**src/rtl/cluster_pkg.sv**
```systemverilog
// Shared constants, state encoding and helpers for the cluster PE sequencer.
package cluster_pkg;

  localparam int unsigned DIM         = 3;
  localparam int unsigned DATA_RANGE  = 255;
  localparam int unsigned MAX_DEPTH   = 16;
  localparam int unsigned DIM_SIZE    = $clog2(DATA_RANGE);
  localparam int unsigned CENTER_SIZE = DIM * DIM_SIZE;
  localparam int unsigned DEPTH_SIZE  = $clog2(MAX_DEPTH);

  typedef enum logic [3:0] {
    ST_IDLE     = 4'd0,
    ST_SEED_RDY = 4'd1,
    ST_SEED     = 4'd2,
    ST_START    = 4'd3,
    ST_RDY      = 4'd4,
    ST_RECV     = 4'd5,
    ST_DESCEND  = 4'd6,
    ST_INC      = 4'd7,
    ST_UPDATE   = 4'd8,
    ST_CHECK    = 4'd9,
    ST_SORT_P   = 4'd10,
    ST_SORT_C   = 4'd11,
    ST_SORT_K   = 4'd12,
    ST_DONE     = 4'd13
  } state_e;

  // Level of heap-ordered node k: floor(log2(k+1)).
  function automatic logic [DEPTH_SIZE-1:0] heap_depth(input int unsigned k);
    int unsigned n;
    logic [DEPTH_SIZE-1:0] d;
    n = k + 1;
    d = '0;
    for (int unsigned i = 1; i < MAX_DEPTH; i++) begin
      if ((n >> i) != 0) d = DEPTH_SIZE'(i);
    end
    return d;
  endfunction

endpackage

```
**src/rtl/cluster_pe_sequencer.sv**
```systemverilog
// Command sequencer for the cluster PE tree: seeds centres, streams points,
// and iterates update/sort passes until the tree is stable or the cap is hit.
module cluster_pe_sequencer
  import cluster_pkg::*;
#(
  parameter int unsigned K_CENTERS  = 7,
  parameter int unsigned TREE_DEPTH = 3,
  parameter int unsigned NPTS_W     = 16
) (
  input  logic                   clk,
  input  logic                   rst,
  input  logic                   en,
  input  logic                   start,
  input  logic [NPTS_W-1:0]      num_points,
  input  logic [7:0]             max_iter,
  input  logic                   pt_valid,
  input  logic [CENTER_SIZE-1:0] pt_data,
  output logic                   pt_ready,
  input  logic                   all_stable,
  input  logic                   any_switch,
  output logic                   init,
  output logic                   start_iter,
  output logic                   receive_point,
  output logic                   next_level,
  output logic                   inc,
  output logic                   update,
  output logic                   sorting,
  output logic                   parent_switch,
  output logic                   child_switch,
  output logic [CENTER_SIZE-1:0] point_out,
  output logic [CENTER_SIZE-1:0] seed_center,
  output logic [DEPTH_SIZE-1:0]  seed_depth,
  output logic [K_CENTERS-1:0]   pe_sel,
  output logic                   busy,
  output logic                   done,
  output logic                   converged,
  output logic [7:0]             iter_count
);

  localparam int unsigned K_W      = $clog2(K_CENTERS + 1);
  localparam int unsigned LVL_W    = $clog2(TREE_DEPTH + 1);
  localparam int unsigned PASS_MAX = 2 * TREE_DEPTH;
  localparam int unsigned PASS_W   = $clog2(PASS_MAX + 1);

  state_e              state, state_nxt;
  logic [K_W-1:0]      k_cnt;
  logic [NPTS_W-1:0]   pt_cnt;
  logic [NPTS_W-1:0]   npts_q;
  logic [LVL_W-1:0]    lvl_cnt;
  logic [PASS_W-1:0]   pass_cnt;
  logic                sw_flag;
  logic [7:0]          max_iter_q;

  logic                last_seed_c;
  logic                last_level_c;
  logic                last_point_c;
  logic                iter_cap_c;
  logic                finish_c;
  logic                sort_exit_c;
  logic [7:0]          max_eff_c;

  assign last_seed_c  = (k_cnt == K_W'(K_CENTERS - 1));
  assign last_level_c = (lvl_cnt == LVL_W'(TREE_DEPTH - 1));
  assign last_point_c = ((NPTS_W+1)'(pt_cnt) + (NPTS_W+1)'(1)) == (NPTS_W+1)'(npts_q);
  assign max_eff_c    = (max_iter_q == 8'd0) ? 8'd1 : max_iter_q;
  assign iter_cap_c   = (9'(iter_count) + 9'd1) >= 9'(max_eff_c);
  assign finish_c     = all_stable || iter_cap_c;
  // A pass with no switch anywhere in its three cycles means the heap is sorted.
  assign sort_exit_c  = !(sw_flag || any_switch) || (pass_cnt == PASS_W'(PASS_MAX - 1));

  always_ff @(posedge clk) begin
    if (rst) state <= ST_IDLE;
    else if (en) state <= state_nxt;
  end

  always_comb begin
    state_nxt     = state;
    pt_ready      = 1'b0;
    init          = 1'b0;
    start_iter    = 1'b0;
    receive_point = 1'b0;
    next_level    = 1'b0;
    inc           = 1'b0;
    update        = 1'b0;
    sorting       = 1'b0;
    parent_switch = 1'b0;
    child_switch  = 1'b0;
    done          = 1'b0;
    busy          = (state != ST_IDLE) && (state != ST_DONE);
    case (state)
      ST_IDLE:     if (start) state_nxt = ST_SEED_RDY;
      ST_SEED_RDY: begin
        pt_ready = 1'b1;
        if (pt_valid) state_nxt = ST_SEED;
      end
      ST_SEED: begin
        init      = 1'b1;
        state_nxt = last_seed_c ? ST_START : ST_SEED_RDY;
      end
      ST_START: begin
        start_iter = 1'b1;
        state_nxt  = (npts_q == '0) ? ST_UPDATE : ST_RDY;
      end
      ST_RDY: begin
        pt_ready = 1'b1;
        if (pt_valid) state_nxt = ST_RECV;
      end
      ST_RECV: begin
        receive_point = 1'b1;
        state_nxt     = ST_DESCEND;
      end
      ST_DESCEND: begin
        next_level = 1'b1;
        if (last_level_c) state_nxt = ST_INC;
      end
      ST_INC: begin
        inc       = 1'b1;
        state_nxt = last_point_c ? ST_UPDATE : ST_RDY;
      end
      ST_UPDATE: begin
        update    = 1'b1;
        state_nxt = ST_CHECK;
      end
      ST_CHECK:    state_nxt = finish_c ? ST_DONE : ST_SORT_P;
      ST_SORT_P: begin
        sorting       = 1'b1;
        parent_switch = 1'b1;
        state_nxt     = ST_SORT_C;
      end
      ST_SORT_C: begin
        sorting      = 1'b1;
        child_switch = 1'b1;
        state_nxt    = ST_SORT_K;
      end
      ST_SORT_K: begin
        sorting   = 1'b1;
        state_nxt = sort_exit_c ? ST_START : ST_SORT_P;
      end
      ST_DONE: begin
        done      = 1'b1;
        state_nxt = ST_IDLE;
      end
      default:     state_nxt = ST_IDLE;
    endcase
    // Stall: nothing advances, so no command may be issued.
    if (!en) begin
      pt_ready      = 1'b0;
      init          = 1'b0;
      start_iter    = 1'b0;
      receive_point = 1'b0;
      next_level    = 1'b0;
      inc           = 1'b0;
      update        = 1'b0;
      sorting       = 1'b0;
      parent_switch = 1'b0;
      child_switch  = 1'b0;
      done          = 1'b0;
    end
  end

  // Counters, captured payloads and run results.
  always_ff @(posedge clk) begin
    if (rst) begin
      k_cnt       <= '0;
      pt_cnt      <= '0;
      npts_q      <= '0;
      lvl_cnt     <= '0;
      pass_cnt    <= '0;
      sw_flag     <= 1'b0;
      max_iter_q  <= '0;
      point_out   <= '0;
      seed_center <= '0;
      seed_depth  <= '0;
      pe_sel      <= '0;
      converged   <= 1'b0;
      iter_count  <= '0;
    end else if (en) begin
      case (state)
        ST_IDLE: if (start) begin
          npts_q     <= num_points;
          max_iter_q <= max_iter;
          k_cnt      <= '0;
          iter_count <= '0;
          converged  <= 1'b0;
        end
        ST_SEED_RDY: if (pt_valid) begin
          seed_center <= pt_data;
          pe_sel      <= K_CENTERS'(1) << k_cnt;
          seed_depth  <= heap_depth(32'(k_cnt));
        end
        ST_SEED:    k_cnt <= k_cnt + K_W'(1);
        ST_START:   pt_cnt <= '0;
        ST_RDY:     if (pt_valid) point_out <= pt_data;
        ST_RECV:    lvl_cnt <= '0;
        ST_DESCEND: if (!last_level_c) lvl_cnt <= lvl_cnt + LVL_W'(1);
        ST_INC:     if (!last_point_c) pt_cnt <= pt_cnt + NPTS_W'(1);
        ST_CHECK: begin
          if (iter_count != 8'hFF) iter_count <= iter_count + 8'd1;
          if (finish_c) converged <= all_stable;
          pass_cnt <= '0;
          sw_flag  <= 1'b0;
        end
        ST_SORT_P, ST_SORT_C: sw_flag <= sw_flag | any_switch;
        ST_SORT_K: if (!sort_exit_c) begin
          pass_cnt <= pass_cnt + PASS_W'(1);
          sw_flag  <= 1'b0;
        end
        default: ;
      endcase
    end
  end

endmodule
```
**config.mk**
```make
export PLATFORM = sky130hd
export DESIGN_NAME = cluster_pe_sequencer
export DESIGN_NICKNAME = d
export VERILOG_FILES = /design/src/rtl/cluster_pkg.sv /design/src/rtl/cluster_pe_sequencer.sv
export SDC_FILE = /design/constraint.sdc
export NUM_CORES = 1
export LEC_CHECK = 0
export CAP_MARGIN = 20
export CORE_MARGIN = 4
export CORE_UTILIZATION = 50
export DETAILED_ROUTE_END_ITERATION = 6
export HOLD_SLACK_MARGIN = 0.1
export PLACE_DENSITY = 0.78
export SYNTH_ARGS = -nofsm -noshare
export SYNTH_HDL_FRONTEND = slang
export SYNTH_SLANG_ARGS = --single-unit
```
**constraint.sdc**
```tcl
create_clock -name clk -period 7.9 [get_ports clk]
set_input_delay 1.185 -clock clk [delete_from_list [all_inputs] [get_ports clk]]
set_output_delay 1.185 -clock clk [all_outputs]
set_load 0.01 [all_outputs]
```
# == Word-level counts from Yosys, hierarchy flattened ==
# Cells that the tools add are included.
# classes
addsub,8
multipliers,0
n_div,0
order_cmp,1
n_eq_ne,28
shift,1
mux,64
bitwise_logic,1
reduce_logical,44
# op_table
op,n
nonzero test 32 bit (first input constant),12
nonzero test 32 bit,3
2-to-1 mux 4 bit,21
case mux 4 bit (13 select lines),1
case mux 16 bit (2 select lines),1
2-to-1 mux 1 bit,26
equality test 4 bit (second input constant),6
2-to-1 mux 8 bit,3
AND reduction 3 bit,8
inequality test 2 bit (second input constant),9
adder 16 x 1 -> 17 bit (second input constant),1
equality test 17 x 16 -> 1 bit,1
adder 16 x 1 -> 16 bit (second input constant),1
equality test 4 x 3 -> 1 bit (second input constant),4
zero test 16 bit,1
2-to-1 mux 16 bit,1
case mux 8 bit (2 select lines),1
case mux 3 bit (2 select lines),2
nonzero test 2 bit,5
adder 8 x 1 -> 9 bit (second input constant),1
greater-or-equal comparator 9 x 8 -> 1 bit,1
2-to-1 mux 3 bit,3
adder 8 x 1 -> 8 bit (second input constant),1
equality test 4 x 2 -> 1 bit (second input constant),2
other kinds (25),32
# totals
ff_bits,121
latch_bits,0
mem_bits_rw,0
mem_bits_ro,0
in_bits,55
out_inout_bits,80
wordCells,161
n_memories,0

# == Longest topological paths before layout ==
# depth
word_depth,17
depth_mapped,11
depth_no_buf,10

# == Worst setup path after synthesis ==
# No wires, ideal clock.
# synth_timing
path_type,input to output
from,in en
to,out update
t_arrival_ns,1.943
t_required_ns,6.715
setup_slack_ns,4.772
cell_stages,3
n_path_buf,1
cell_sequence,clkbuf_1 > nand2_1 > nor4_1
# synth_via
elab_chain_len,1
# synth_lines
element,line,source
from (decl),cluster_pe_sequencer.sv:12,"input logic en,"
2-to-1 mux 1 bit,cluster_pe_sequencer.sv:146,if (!en) begin
to (decl),cluster_pe_sequencer.sv:26,"output logic update,"
# Every way passes these cells.

# == Worst setup path after layout ==
# layout_timing
from,in en
to,out inc
# layout_via
elab_chain_len,1
# layout_lines
element,line,source
2-to-1 mux 1 bit,cluster_pe_sequencer.sv:146,
to (decl),cluster_pe_sequencer.sv:25,"output logic inc,"
# Every way passes these cells.

==> flow_metrics.tcl <==
set metrics [dict create \
    core_um2 11500 \
    syn_inst 791 \
    fin_hold_ws_ns 0.455 \
    gp_congestion 0.979 \
    cpPeakStageDelay_ns 0.74 \
    ctsRootBufferMaster "clkbuf_16" \
    grtUsageTotal_pct 26.6 \
    cts.sinks 119 \
    hp-class "reg2reg" \
    die-area_um2 13700 \
    ys.flop_type "dfxtp_1" \
    seqPwrFrac_pct 41.0 \
    cts_tree "yes" \
    yosys-top-cells-count "nand2_1, dfxtp_1, a21oi_1" \
    grt_pass1_vias 5985 \
    ir_worst_vdd_mv 0.150 \
    cpMostUsedCell "clkdlybuf4s50_1" \
    pwr-share-comb_pct 8.4 \
    tightest_slew_ns 1.02 \
    dieWidth_um 117 \
    yosys.area.top_type "dfxtp_1" \
    synth_seq_cells 119 \
    h-tree-depth 4 \
    cp_slowest_cell "clkdlybuf4s50_1" \
    viasPerCell 5.77 \
    yosysUniqueCellTypes 65 \
    maxSlewHeadroom_pct 31.6 \
    fin_crit_sh_pct 56.0 \
    gr-total-overflow 0 \
    p_int_w 0.00118 \
    dpl_cell_area_um2 7270 \
    ios 135 \
    status "finished clean" \
    cts_resized 0 \
    clk_latency_ns 0.42 \
    grt_antenna_before_repair 0 \
    fp-row-count 39 \
    rsz0062_at_grt "no" \
    drt_pass1_iterations 5 \
    max_freq_mhz 226 \
    cp-start-kind "input port" \
    drv_cap 0 \
    vias 6069 \
    slew_viol_final 0 \
    finalNetCount 969 \
    critPathTopFamily "buffers and inverters" \
    synth.area.top_cells "dfxtp_1, nand2_1, a21oi_1" \
    async_flop_share_pct 0 \
    syn2layout_area_growth_pct 32.1 \
    endpoint_kind "primary output" \
    syn_area_per_cell_um2 7.52 \
    cts_hold_buf 0 \
    critPathBufInv 3 \
    setup_tns_ns 0 \
    ys_warn_count 0 \
    final_hold_viol_count 0 \
    start_util_pct 51.7 \
    pwr-share-clk_pct 50.6 \
    switching_share_pct 22.9 \
    cts_setup_buffers 0 \
    skew_ns 0.00807 \
    wl_per_cell_um 16.7 \
    min_period_ns 4.42 \
    routed_wl_mm 17.5 \
    criticalPathCategory "in2out" \
    ant_nets 0 \
    p_leak_nw 2.74 \
    powerDensity_nw_per_um2 195 \
    synth_top_area_share_pct 40.0 \
    die_y_um 117 \
    grt_pass1_wl_mm 28.6 \
    p_switching_w 0.000350 \
    numCtsBuffers 17 \
    cts_buffer_depth 2 \
    clk_pin_slew_worst_paths_ns 0.05 \
    route.detailed.drc 0 \
    synth_edf_count 0 \
    setup_violations 0 \
    io_buffers 132 \
    synth_sequential_area_ratio_pct 40.0 \
    drive_gt1_share_pct 5.18 \
    n_fill_cell 974 \
    cp.required_ns 6.71 \
    worst_ep_arrival_time_ns 3.24 \
    synthesis.area_um2 5950 \
    grt_max_degree 59 \
    drt_iter0_drc 417 \
    hpwl_mm 12.4 \
    diodes 0 \
    yosysMostFrequentCell "nand2_1" \
    finalInstanceArea_um2 7860 \
    crit_fanout 14 \
    cp_cell_sequence "clkdlybuf4s50_1 > and2_1 > nand3_1 > inv_1 > clkdlybuf4s50_1" \
]
[area by class of cell]
cell class / instances / area, µm² / share of cell area (%)
clock inverters: 9 / 125 / 1.59
flip-flops and latches: 119 / 2380 / 30.3
repair buffers: 137 / 1360 / 17.3
multi-input cells: 590 / 3240 / 41.2
clock buffers: 22 / 464 / 5.91
inverters: 31 / 116 / 1.48
well taps: 143 / 179 / 2.28
[power by group through the flow]
stage / Clock, W / Sequential [W] / Combinational [W]
floorplan: 0 / 0.000633 / 0.0000720
global placement: 0 / 0.000638 / 0.000124
detailed placement: 0 / 0.000639 / 0.000128
CTS: 0.000784 / 0.000626 / 0.000129
global route: 0.000815 / 0.000628 / 0.000141
finish: 0.000774 / 0.000626 / 0.000129
[flip-flops by register name (all words and copies together) (netlist names)]
register,cells
converged,1
iter_count,8
k_cnt,3
lvl_cnt,2
max_iter_q,8
npts_q,16
pass_cnt,3
pe_sel,7
point_out,24
pt_cnt,16
seed_center,24
seed_depth,2
state,4
sw_flag,1
[worst reg2reg max path, cell delays in order (launching register included)]
cell and delay, ns:
dfxtp_1 0.50, ha_1 0.33, nand3_2 0.22, nor4_1 0.54, xnor2_1 0.18, nand4_1 0.18
or4_1 0.88, nand2_1 0.38, o221ai_1 0.17
[cell families (layout without fill, tap and decap cells)]
group / after synthesis / count (layout) / synth area share (%)
AO/OA/AOI/OAI: 188 / 188 / 18.6
other: 1 / 2 / 0.0630
multiplexers: 8 / 8 / 1.37
AND/OR/NAND/NOR: 352 / 352 / 27.2
adder cells (fa/ha/maj): 18 / 18 / 3.79
flip-flops: 119 / 119 / 40.0
buffers and inverters: 83 / 199 / 5.66
XOR/XNOR: 22 / 22 / 3.24
[layer usage]
metal,up-vias,wire [µm],global-route usage (%)
met5,-,0,0
met4,0,405,11.5
met3,45,1650,11.3
met2,240,8280,43.0
met1,2845,7160,30.8
li1,2939,-,-
[layout by cell type (no fill, tap or decap), drive strengths merged, types with 10 or more instances in the layout]
cell type        n
nor2            57
a21oi          107
ha              18
nor4            15
clkdlybuf4s50  131
xnor2           15
nand2          180
inv             31
dfxtp          119
nand4           10
o21ai           27
nand3           27
and3            10
nor3            16
clkbuf          22
[worst paths after layout]
path	from	endpoint	slack, ns	cells after the start
hold reg to reg	point_out[1]	point_out[1]	0.45	2
setup / recovery	en	inc	3.48	5
hold / removal	point_out[1]	point_out[1]	0.45	2
setup reg to reg	pt_cnt[0]	pt_cnt[13]	4.37	8
[through the flow]
| stage | util, % | instances | power (W) | setup slack, ns |
|---|---|---|---|---|
| finish | 68.3 | 1051 | 0.00153 | 3.48 |
| global placement | 63.1 | 1020 | 0.000762 | 3.57 |
| detailed placement | 63.1 | 1020 | 0.000766 | 3.51 |
| CTS | 68.3 | 1051 | 0.00154 | 3.51 |
| floorplan | - | 792 | 0.000705 | 4.77 |
| global route | 68.3 | 1051 | 0.00158 | 3.37 |
Power figures use the tool's default switching activity.
==> RTL edit 1, RTL diff (config.mk and constraints unchanged) <==
The parameter `TREE_DEPTH` goes from 3 to 2.
--- a/src/rtl/cluster_pe_sequencer.sv
+++ b/src/rtl/cluster_pe_sequencer.sv
@@ -6,3 +6,3 @@
   parameter int unsigned K_CENTERS  = 7,
-  parameter int unsigned TREE_DEPTH = 3,
+  parameter int unsigned TREE_DEPTH = 2,
   parameter int unsigned NPTS_W     = 16
Formal check against the unedited RTL: same outputs for any inputs over 4 cycles, from zero or initial values and one cycle with rst high; that may be too few to reach the edited logic, so the function may still have changed.
==> RTL edit 1 against the original RTL <==
Power fell by 2.7%. Die area rose by 0.59%. Combinational power rose by 4%. Wire length fell by 2.5%. Sequential cell count did not move. Cell area rose by 0.54%. Setup slack got worse by 0.0080 ns. Synthesized area rose by 0.63%. Critical path depth did not move. Synthesized cell count fell by 0.25%. Clock skew rose by 0.00085 ns.
==> RTL edit 1: results (changes against the original RTL) <==
count of cell types in the netlist 66 (was 65); largest net degree at the start of global routing 113 (was 59); detailed placement HPWL 12000 µm (was 12400 µm); initial antenna violation count 0 (unchanged); Routed met2 length 8020 µm (was 8280 µm); largest registers point_out: 24 flops, seed_center: 24 flops (unchanged); Slew Viols, Final 0 (unchanged); All-Layer GR Usage 0.245 (was 0.266); DRT iter0 DRCs 484 (was 417); Post-CTS Setup Repair Bufs 0 (unchanged); H-tree levels 4 (unchanged); grt met2 use 0.405 (was 0.430); Met3 Wirelength 1550 µm (was 1650 µm); Final Hold Viols 0 (unchanged); HP Class flop to flop (unchanged); met1 Use GR 0.289 (was 0.308); vias post-DR 5917 (was 6069); DR top layer met4 (unchanged); first-pass GRT wire length 28200 µm (was 28600 µm); CTS clk-pin slew, worst paths 0.05 ns (about the same); slowest cell on the critical path clkdlybuf4s50_1 (unchanged); worst vdd ir 0.158 mV (was 0.150 mV); Setup Total Neg Slack 0 ns (unchanged); status completed (unchanged); Seq/Total Area, Yosys 0.398 (was 0.400); top cells by count, synth 191 x nand2_1, 119 x dfxtp_1, 107 x a21oi_1, 52 x nor2_1, 39 x clkbuf_1 (was 180 x nand2_1, 119 x dfxtp_1, 107 x a21oi_1, 57 x nor2_1, 43 x clkbuf_1); met3 Use GR 0.102 (was 0.113); ys async rst share 0 (unchanged); Final #Nets 967 (was 969); CTS root buffer clkbuf_16 (unchanged); share of post-route cells with drive strength above 1 0.0529 (was 0.0518); Fillers 956 (was 974); Worst path top cell family by delay buffers and inverters (unchanged); r2r worst-path depth 12 (was 8); Final GP Congestion 0.891 (was 0.979); clock latency at the later pin of the worst-skew pair 0.41 ns; CP max stage delay 0.86 ns (was 0.74 ns); Worst Path Max Fanout 18 (was 14); synth top area cells dfxtp_1 40%, nand2_1 12%, a21oi_1 8.9%, ha_1 3.8%, nor2_1 3.3% (was dfxtp_1 40%, nand2_1 11%, a21oi_1 9.0%, ha_1 3.8%, nor2_1 3.6%); Least-Margin Pin Slew 1.09 ns (was 1.02 ns); post-CTS resize count 0 (unchanged); drt pass-1 iters 5 (unchanged); Synth warnings 0 (unchanged); vias in the first global route 5797 (was 5985); hold-critical path depth 2 (unchanged); Clock Path Buffers 2 (unchanged); buffers added on ports 132 (unchanged); WL met1 7160 µm (about the same); # diodes 0 (unchanged); Post-Route WL 17100 µm (was 17500 µm); Worst Skew 0.00892 ns (was 0.00807 ns); reg2reg setup slack 4.70 ns (was 4.37 ns); Num CTS Buffers 17 (unchanged); Leak 2.83 nW (was 2.74 nW); CP Data Arrival Time 3.24 ns (about the same)
[RTL edit 1: layout make-up]
cell class / instances / share of cell area
Clock buffer: 21 / 0.0583
Clock inverter: 11 / 0.0127
Inverter: 28 / 0.0133
Multi-Input combinational cell: 592 / 0.416
Sequential cell: 119 / 0.301
Tap cell: 143 / 0.0226
Timing Repair Buffer: 136 / 0.175
[RTL edit 1: cell families after synthesis]
logic type                 synth area share
AOI/OAI and AO/OA                     0.183
buffers and inverters                0.0537
adders and majority gates            0.0376
DFF                                   0.398
xor gates and xnor gates             0.0395
and+or+nand+nor                       0.267
other                              0.000626
muxes                                0.0207
[RTL edit 1: where the power goes]
part | switching (mW) | internal [mW] | total (mW)
Sequential | 0.0135 | 0.613 | 0.626
Combinational | 0.0696 | 0.0643 | 0.134
Clock | 0.280 | 0.449 | 0.729
Total | 0.363 | 1.13 | 1.49
[RTL edit 1: per-stage QoR]
stage / instances / instance area, µm² / hold slack, ns / worst slack [ns]
finish: 1050 / 7900 / 0.454 / 3.47
global route: 1050 / 7900 / 0.467 / 3.41
CTS: 1048 / 7850 / 0.454 / 3.52
detailed placement: 1016 / 7290 / 0.448 / 3.52
global placement: 1016 / 7290 / 0.439 / 3.54
floorplan: 790 / 5990 / 0.432 / 4.60
[RTL edit 1: path summary, 6_finish.rpt]
check | from | end
setup / recovery | en | inc
hold / removal | pe_sel[6]$_SDFFE_PP0P_ | pe_sel[6]$_SDFFE_PP0P_
setup reg to reg | iter_count[0]$_SDFFE_PP0P_ | state[2]$_SDFFE_PP0P_
hold reg to reg | pe_sel[6]$_SDFFE_PP0P_ | pe_sel[6]$_SDFFE_PP0P_
[RTL edit 1: tightest hold or removal path, cell delays in order (launching register included)]
cell,delay (ns)
dfxtp_1,0.30
nand2_1,0.05
a21oi_1,0.05
==> RTL edit 2, RTL diff (config.mk and constraints unchanged) <==
Made on the original files. Add an input register stage for `any_switch`; this delays it by one clock. The other inputs are not delayed to match.
--- a/src/rtl/cluster_pe_sequencer.sv
+++ b/src/rtl/cluster_pe_sequencer.sv
@@ -44,2 +44,8 @@
 
+  logic any_switch_q;
+
+  always_ff @(posedge clk) begin
+    any_switch_q <= any_switch;
+  end
+
   state_e              state, state_nxt;
@@ -68,3 +74,3 @@
   // A pass with no switch anywhere in its three cycles means the heap is sorted.
-  assign sort_exit_c  = !(sw_flag || any_switch) || (pass_cnt == PASS_W'(PASS_MAX - 1));
+  assign sort_exit_c  = !(sw_flag || any_switch_q) || (pass_cnt == PASS_W'(PASS_MAX - 1));
 
@@ -202,3 +208,3 @@
         end
-        ST_SORT_P, ST_SORT_C: sw_flag <= sw_flag | any_switch;
+        ST_SORT_P, ST_SORT_C: sw_flag <= sw_flag | any_switch_q;
         ST_SORT_K: if (!sort_exit_c) begin
Check against the original RTL: same outputs for any inputs over 4 cycles, from zero or initial values and one cycle with rst high; that may be too few to reach the edited logic, so the function may still have changed.
==> RTL edit 2 against the original RTL <==
Synthesized cell count down 2.1%. Non-clock buffer count down 2. Register-to-register slack better by 0.30 ns. Clock skew up 0.0041 ns. Die area down 1.3%. Global-route usage down 1.9 points. Wire length down 5.3%. Count of clock-buffer cells in the layout down 3. Synthesized area down 1.4%. Power up 11%. Cell area up 0.40%. Sequential cell count up 1. First-iteration DRC count up 4.3%. Setup slack better by 0.13 ns. Largest power group unchanged.
==> RTL edit 2: results (changes against the original RTL) <==
Hold Path End seed_center[4]$_SDFFE_PP0P_ (was point_out[1]$_SDFFE_PP0P_); top cells by count, synth 195 x nand2_1, 120 x dfxtp_1, 100 x a21oi_1, 52 x nor2_1, 42 x clkbuf_1 (was 180 x nand2_1, 119 x dfxtp_1, 107 x a21oi_1, 57 x nor2_1, 43 x clkbuf_1); Final Cell Area 7890 µm² (was 7860 µm²); cell area after placement 7150 µm² (was 7270 µm²); CP Data Arrival Time 3.10 ns (was 3.24 ns); vias in the first global route 5713 (was 5985); count of cell types in the netlist 64 (was 65); Multi-input gate area 3170 µm² (was 3240 µm²); Fin Hold WS 0.451 ns (was 0.455 ns); hold_sp seed_center[4]$_SDFFE_PP0P_ (was point_out[1]$_SDFFE_PP0P_); pwr dens 214 nW/µm² (was 195 nW/µm²); vias post-DR 5849 (was 6069); Seq/Total Area, Yosys 0.410 (was 0.400); CP max stage delay 0.80 ns (was 0.74 ns); adder-cell share of the synthesized area 0.0384 (was 0.0379); share of post-route cells with drive strength above 1 0.0506 (was 0.0518); All-Layer GR Usage 0.246 (was 0.266); Avg WL per Cell 16.1 µm (was 16.7 µm); Post-Synth XOR/XNOR Area 0.0448 (was 0.0324); r2r worst-path depth 9 (was 8); Post-Route WL 16600 µm (was 17500 µm); Leak 2.78 nW (was 2.74 nW); Worst Path Max Fanout 17 (was 14); Cells after Synth 774 (was 791); Fillers 943 (was 974); Least-Margin Pin Slew 1.12 ns (was 1.02 ns); Non-clk bufs 135 (was 137); status completed (unchanged); Reg area 2400 µm² (was 2380 µm²); mux share of post-synthesis cell area 0.00704 (was 0.0137); Final #Nets 949 (was 969)
## RTL edit 2: changes by cell type in the layout (fill, tap and decap cells not counted), sizes merged, moves of 4 or more
| cell | unedited run | this run |
|---|---|---|
| a21oi | 107 | 100 |
| nor2 | 57 | 52 |
| o221ai | 5 | 0 |
| inv | 31 | 22 |
| nand2 | 180 | 195 |
| mux2i | 7 | 3 |
| nor4 | 15 | 10 |
| xnor2 | 15 | 19 |
| xor2 | 7 | 11 |
## RTL edit 2: through the flow
stage                     setup slack, ns   util
after floorplan                      4.55      -
after global placement               3.66  0.623
after detailed placement             3.65  0.623
after CTS                            3.65  0.684
after global routing                 3.46  0.688
final                                3.61  0.688
## RTL edit 2: routing by layer
metal | vias up | global-route usage | wire length, µm
li1 | 2858 | - | -
met1 | 2759 | 0.279 | 6650
met2 | 205 | 0.415 | 8090
met3 | 27 | 0.110 | 1570
met4 | 0 | 0.0812 | 257
met5 | - | 0 | 0
